**src/rtl/eth_arp_tx.sv**
```systemverilog
// rtl/eth_arp_tx.sv - ARP transmitter: who-has requests, replies to requests, target MAC resolution
//
// Builds 11-word ARP frames (2 leading zero bytes, no FCS, no pad) on a 32-bit
// valid/ready stream. It answers ARP requests aimed at us and sends who-has
// requests for i_target_ip on demand or on a retry timer until that IP resolves.
//
// Ports:
//   clk, rst_n          clock, asynchronous active-low reset
//   i_self_mac/i_self_ip  own addresses
//   i_target_ip         IPv4 address to resolve
//   i_arp_operation     rx event (01 request to us, 10 reply, 00 none), one cycle
//   i_arp_target_mac/ip sender MAC/IP of the received ARP
//   i_req               pulse: send who-has for i_target_ip
//   o_data/o_vld/i_rdy  tx word stream with handshake
//   o_sop/o_eop         first/last word of frame
//   o_busy              frame in progress
//   o_target_mac/o_target_valid  resolved MAC of i_target_ip
module eth_arp_tx #(
  parameter logic [31:0] RETRY_CYCLES = 32'd50_000_000
) (
  input  logic        clk,
  input  logic        rst_n,
  input  logic [47:0] i_self_mac,
  input  logic [31:0] i_self_ip,
  input  logic [31:0] i_target_ip,
  input  logic [1:0]  i_arp_operation,
  input  logic [47:0] i_arp_target_mac,
  input  logic [31:0] i_arp_target_ip,
  input  logic        i_req,
  output logic [31:0] o_data,
  output logic        o_vld,
  input  logic        i_rdy,
  output logic        o_sop,
  output logic        o_eop,
  output logic        o_busy,
  output logic [47:0] o_target_mac,
  output logic        o_target_valid
);

  typedef enum logic {IDLE, SEND} state_t;

  state_t      state, state_nx;
  logic [3:0]  widx, widx_nx;
  logic        start;

  logic        rep_pend, req_pend;
  logic [47:0] rep_mac;
  logic [31:0] rep_ip;

  // Per-frame snapshot so inputs changing mid-frame cannot corrupt it
  logic        snap_reply;
  logic [47:0] snap_peer_mac, snap_self_mac;
  logic [31:0] snap_tpa, snap_self_ip;

  logic [31:0] tip_q;
  logic [31:0] timer;
  logic        target_changed, retry_fire, resolve_hit, accept;
  logic [47:0] dmac, tha;
  logic [15:0] oper;

  assign accept         = o_vld & i_rdy;
  assign target_changed = (i_target_ip != tip_q);
  assign resolve_hit    = (i_arp_operation == 2'b10) && (i_arp_target_ip == i_target_ip);
  assign retry_fire     = ~o_target_valid & ~target_changed & (timer == RETRY_CYCLES - 32'd1);

  assign dmac = snap_reply ? snap_peer_mac : 48'hFFFF_FFFF_FFFF;
  assign tha  = snap_reply ? snap_peer_mac : 48'h0;
  assign oper = snap_reply ? 16'h0002 : 16'h0001;

  always_ff @(posedge clk or negedge rst_n) begin
    if (!rst_n) begin
      state <= IDLE;
      widx  <= 4'd0;
    end else begin
      state <= state_nx;
      widx  <= widx_nx;
    end
  end

  // A frame starts from IDLE, or directly after an accepted eop when more
  // work is pending so back-to-back frames leave no idle gap.
  always_comb begin
    state_nx = state;
    widx_nx  = widx;
    start    = 1'b0;
    case (state)
      IDLE: begin
        if (rep_pend | req_pend) begin
          state_nx = SEND;
          widx_nx  = 4'd0;
          start    = 1'b1;
        end
      end
      SEND: begin
        if (accept) begin
          if (widx == 4'd10) begin
            widx_nx = 4'd0;
            if (rep_pend | req_pend) begin
              start = 1'b1;
            end else begin
              state_nx = IDLE;
            end
          end else begin
            widx_nx = widx + 4'd1;
          end
        end
      end
      default: state_nx = IDLE;
    endcase
  end

  always_comb begin
    o_vld  = (state == SEND);
    o_busy = (state == SEND);
    o_sop  = (state == SEND) && (widx == 4'd0);
    o_eop  = (state == SEND) && (widx == 4'd10);
    o_data = 32'h0;
    if (state == SEND) begin
      case (widx)
        4'd0:    o_data = {16'h0000, dmac[47:32]};
        4'd1:    o_data = dmac[31:0];
        4'd2:    o_data = snap_self_mac[47:16];
        4'd3:    o_data = {snap_self_mac[15:0], 16'h0806};
        4'd4:    o_data = 32'h0001_0800;
        4'd5:    o_data = {8'h06, 8'h04, oper};
        4'd6:    o_data = snap_self_mac[47:16];
        4'd7:    o_data = {snap_self_mac[15:0], snap_self_ip[31:16]};
        4'd8:    o_data = {snap_self_ip[15:0], tha[47:32]};
        4'd9:    o_data = tha[31:0];
        4'd10:   o_data = snap_tpa;
        default: o_data = 32'h0;
      endcase
    end
  end

  // Pending flags: reply wins; a set in the same cycle as a clear re-arms
  always_ff @(posedge clk or negedge rst_n) begin
    if (!rst_n) begin
      rep_pend      <= 1'b0;
      req_pend      <= 1'b0;
      rep_mac       <= 48'h0;
      rep_ip        <= 32'h0;
      snap_reply    <= 1'b0;
      snap_peer_mac <= 48'h0;
      snap_self_mac <= 48'h0;
      snap_tpa      <= 32'h0;
      snap_self_ip  <= 32'h0;
    end else begin
      rep_pend <= (rep_pend & ~(start & rep_pend)) | (i_arp_operation == 2'b01);
      req_pend <= (req_pend & ~(start & ~rep_pend)) | i_req | retry_fire;
      if (i_arp_operation == 2'b01) begin
        rep_mac <= i_arp_target_mac;
        rep_ip  <= i_arp_target_ip;
      end
      if (start) begin
        snap_reply    <= rep_pend;
        snap_peer_mac <= rep_mac;
        snap_self_mac <= i_self_mac;
        snap_self_ip  <= i_self_ip;
        snap_tpa      <= rep_pend ? rep_ip : i_target_ip;
      end
    end
  end

  always_ff @(posedge clk or negedge rst_n) begin
    if (!rst_n) begin
      tip_q          <= 32'h0;
      timer          <= 32'h0;
      o_target_mac   <= 48'h0;
      o_target_valid <= 1'b0;
    end else begin
      tip_q <= i_target_ip;
      if (target_changed || o_target_valid || retry_fire) begin
        timer <= 32'h0;
      end else begin
        timer <= timer + 32'd1;
      end
      if (resolve_hit) begin
        o_target_mac   <= i_arp_target_mac;
        o_target_valid <= 1'b1;
      end else if (target_changed) begin
        o_target_valid <= 1'b0;
      end
    end
  end

endmodule

```
**config.mk**
```make
export PLATFORM = sky130hd
export DESIGN_NAME = eth_arp_tx
export DESIGN_NICKNAME = d
export VERILOG_FILES = /design/src/rtl/eth_arp_tx.sv
export SDC_FILE = /design/constraint.sdc
export NUM_CORES = 1
export LEC_CHECK = 0
export ABC_CLOCK_PERIOD_IN_PS = 2550
export BUFFER_PORTS_ARGS = -buffer_cell sky130_fd_sc_hd__buf_2
export CORE_MARGIN = 5
export CORE_UTILIZATION = 56
export DETAILED_ROUTE_END_ITERATION = 8
export GPL_ROUTABILITY_DRIVEN = 1
export PLACE_DENSITY = 0.89
export REMOVE_ABC_BUFFERS = 1
export SLEW_MARGIN = 5
export SYNTH_ARGS = -nofsm -noshare
export SYNTH_HDL_FRONTEND = slang
export SYNTH_SLANG_ARGS = --single-unit
```
**constraint.sdc**
```tcl
create_clock -name clk -period 2.55 [get_ports clk]
set_clock_uncertainty 0.1 [all_clocks]
set_input_delay 0.3825 -clock clk [delete_from_list [all_inputs] [get_ports clk]]
set_output_delay 0.3825 -clock clk [all_outputs]
set_load 0.1 [all_outputs]
```
==> results of run 1 <==
kinds of logic after synthesis:
| kind of cell | synth area share |
|---|---|
| AOI/OAI and AO/OA | 0.0914 |
| xor gates and xnor gates | 0.0515 |
| adders and majority gates | 0.000783 |
| buffers and inverters | 0.0295 |
| DFF | 0.566 |
| muxes | 0.0949 |
| and+or+nand+nor | 0.166 |
metrics by stage:
step | cells | TNS [ns]
after global placement | 2199 | -1.89
after detailed placement | 2199 | -2.65
after CTS | 2432 | -11.10
after floorplan | 1450 | -1248.98
metal layers:
layer,track usage,overflow
met1,0.742,2
met2,0.869,8
met3,0.718,1
met4,0.741,15
met5,0.604,0
timing repair:
item                       in CTS
setup buffers                  44
hold buffers                  119
cloned                          7
hold endpoints to repair      175
setup endpoints to repair      34
pin swaps                      43
gates resized for setup       129
synth_stat cells (all sizes together) (18+ instances only):
library cell  number
a21oi             43
inv               19
and2              34
clkbuf            80
nor3              35
mux2             128
a22oi             32
nand3             18
nand4             20
dfrtp            361
xnor2             44
o21ai             72
a31oi             59
xor2              50
nand2            438
==> impl_metrics.toml, run 1 <==
[die]
initial_core_util = 0.570
row_count = 61
die_h_um = 179
pin_count = 283
dieWidth_um = 179

[placed_design]
dpl_worst_slack_ns = -0.0743
dp.final_hpwl_mm = 34.0
io_buffers = 282
placed_area_um2 = 19000
gp_congestion = 0.908

[grt]
grt_antenna_before_repair = 46
grt_max_degree = 119
grt-ovfl-total = 26
grt_usage = 0.770

[synth]
synth_area_per_cell_um2 = 10.3
synth_area_leaders = "dfrtp_1, nand2_1, mux2_2"
ys_types = 51
async_flop_share = 1.00
ys_ff_latch = 361
synthFlopType = "dfrtp_1"
yosys_warnings = 0
syn_inst = 1546
synth_top_area_cell = "dfrtp_1"
syn-cell-area_um2 = 16000
ys_seq_area_frac = 0.566
netlist.area_leader.share = 0.566
synth-edff-count = 0

[timing]
worst-ep-kind = "primary output"
worstEndpointGrtRepair = "o_data[12]"

[outcome]
haltStage = "5_1_grt"
error_line = "[ERROR GRT-0232] Routing congestion too high. Check the congestion heatmap in the GUI."
status = "did not finish"

[cts]
root_buffer = "clkbuf_16"
numClockSinks = 361
clk_path_buf_depth = 3
cts_inserted_buffers = 38
htreeDepth = 2
==> run 2: changes to the inputs <==
CORE_UTILIZATION = 40   (was 56)
PLACE_DENSITY = not set   (was 0.89)
PLACE_DENSITY_LB_ADDON = 0.15   (was not set)
==> run 2 against run 1 <==
Compared with the run above:
- the flow now finishes, with violations (negative setup slack)
- synthesized cell count unchanged
- synthesized area stayed put
==> impl_metrics.toml, run 2 <==
[cts]
clk_path_buf_depth = 3
insertion_delay_ns = 0.56
clk_pin_slew_ns = 0.06
tritoncts = "yes"
numClockSinks = 361
cts_inserted_buffers = 42
htreeDepth = 2
root_buffer = "clkbuf_16"

[timing]
rsz0062_at_grt = "true"
final_max_slew_viol_count = 0
hold_viol_final = 0
period_share = 1.17
worst_slew_pin_slew_ns = 0.628
relSlewSlack = 0.581
setup_tns_ns = -11.89
hold_slack_ns = 0.0374
timing.final.crit_period_ns = 2.97
finalWorstSetupSlack_ns = -0.423
setup-violations-final = 40
clock.fmax_ghz = 0.336

[synth]
synthSimpleGateAreaFrac = 0.166
synth_mux_area_frac = 0.0949
synth_commonest_cells = "nand2_1, dfrtp_1, mux2_2"
synth_area_leaders = "dfrtp_1, nand2_1, mux2_2"
synth_top_area_cell = "dfrtp_1"
async_flop_share = 1.00
ys_types = 51
ys_ff_latch = 361
synthFlopType = "dfrtp_1"
ys_seq_area_frac = 0.566
synth-edff-count = 0
syn_inst = 1546
yosys.cell_count.top_type = "nand2_1"
synth-xor-area-share = 0.0515
synth_compound_area_frac = 0.0914
yosys_warnings = 0
netlist.area_leader.share = 0.566
synth_fa_ha_area_frac = 0.000783
syn-cell-area_um2 = 16000
synth_area_per_cell_um2 = 10.3
synth_top_family_by_area = "simple AND/OR/NAND/NOR gates"

[pwr]
power_density_nw_per_um2 = 1010
comb_power_share = 0.412
vdd_drop_max_v = 0.000658
power.switching_mw = 9.11
seqPwrFrac = 0.335
power_mw = 23.7
switching_share = 0.384
cellLeakagePower_nw = 11.3
clkPwrFrac = 0.253
p_int_mw = 14.6

[grt]
grt_antenna_before_repair = 2
grt-ovfl-total = 0
grt_pass1_wl_mm = 83.5
grt_max_degree = 106
grt_usage = 0.241
first_global_vias = 14542

[outcome]
status = "finished, violations left"
violations = "negative setup slack"

[die]
row_count = 73
die_h_um = 210
initial_core_util = 0.403
pin_count = 283
dieWidth_um = 210
die-area_um2 = 44000
core_area_um2 = 39600

[final_layout]
fillers = 3314
num-nets-final = 2271
drive_gt1_frac = 0.321
mostFrequentLayoutCells = "nand2_1, dfrtp_1, buf_2"
area_delta_synth_final_pct = 47.5
multi_input_area_um2 = 7060
final_common_cell = "nand2_1"
seq_area_um2 = 9040

[critical_path]
cp-end-kind = "primary output"
crit_required_ns = 2.07
arrival_ns = 2.49
path_class = "reg2out"
crit_fanout = 6
worst_setup_path_start_kind = "flop"

[placed_design]
dp.final_hpwl_mm = 35.3
io_buffers = 282
gp_congestion = 0.882

[drt]
viasPerCell = 5.20
route.met2.wl_mm = 27.2
detail_route.wl_per_cell_um = 21.0
ant_nets = 0
top_layer_used = "met4"
drcViolationCount = 0
vias = 13667
drtIter0Drc = 1000
wl_met3_mm = 2.96
first_pass_iters = 5
wl_met1_mm = 23.6
wirelength_mm = 55.3

[min_path]
hold_class = "in2reg"

[job]
drv_cap = 0
==> run 2: cell counts after synthesis <==
No cell type changed its count.
==> run 2: logic make-up (layout without fill, tap and decap cells) <==
logic type | after synthesis | in the layout
AND/OR/NAND/NOR | 610 | 610
flip-flops | 361 | 361
AO/OA/AOI/OAI | 237 | 237
multiplexers | 128 | 128
buffers and inverters | 115 | 670
XOR/XNOR | 94 | 94
adder cells (fa/ha/maj) | 1 | 1
other | 0 | 2
==> run 2: layer usage <==
layer  track usage  up-vias
met4        0.0743        0
met2         0.402      385
met1         0.319     6848
li1              -     6337
met5             0        -
met3        0.0477       97
==> run 2: through the flow <==
| step | instances | worst slack [ns] | util | instance area, um2 |
|---|---|---|---|---|
| detailed placement | 2370 | -0.0672 | 0.488 | 19400 |
| floorplan | 1450 | -6.57 | - | 15600 |
| global placement | 2370 | -0.0447 | 0.488 | 19400 |
| finish | 2628 | -0.423 | 0.594 | 23600 |
| CTS | 2648 | -0.430 | 0.584 | 23100 |
| global route | 2627 | -0.498 | 0.594 | 23600 |
==> run 2: timing repair <==
item,in CTS,in global routing
pin swaps,24,37
endpoints found under the hold margin,283,0
setup endpoints to repair,34,82
cloned,4,8
hold buffers,193,0
resized for setup,75,95
setup buffers,11,11
==> run 2: path summary, 6_finish.rpt <==
path | start | end | slack, ns | cells past startpoint
min in group asynchronous | rst_n | o_target_mac[26] | 0.25 | 2
worst max-delay path | widx[0] | o_data[22] | -0.42 | 8
max in group asynchronous | rst_n | snap_self_mac[11] | 1.31 | 3
worst min register to register | rep_mac[0] | snap_peer_mac[0] | 0.36 | 2
worst min-delay path | i_arp_target_ip[8] | rep_ip[8] | 0.04 | 2
worst max register to register | widx[0] | snap_tpa[25] | 0.02 | 10
==> run 2: power by group through the flow <==
stage	Clock, mW	Sequential [mW]	Combinational, mW
final	6.00	7.93	9.76
after floorplan	0	7.72	4.94
after CTS	6.13	7.88	9.60
after global placement	0	7.91	8.69
after global routing	6.36	8.08	10.3
after detailed placement	0	7.95	8.77
==> run 2: final cells by class <==
type / instances / share of cell area
timing repair buffer: 578 / 0.228
multi-input combinational: 1070 / 0.300
antenna: 2 / 0.000212
sequential: 361 / 0.384
tap: 525 / 0.0279
clock buffer: 64 / 0.0538
inverter: 19 / 0.00303
clock inverter: 9 / 0.00404
==> run 2: worst max-delay path, stage by stage, from the launching register on <==
cell,delay (ns)
dfrtp_2,0.44
buf_12,0.15
nor4bb_4,0.37
buf_6,0.21
buf_12,0.14
a22oi_1,0.11
a31oi_1,0.19
buf_4,0.16
buf_12,0.16
(Power assumes the default switching activity.)
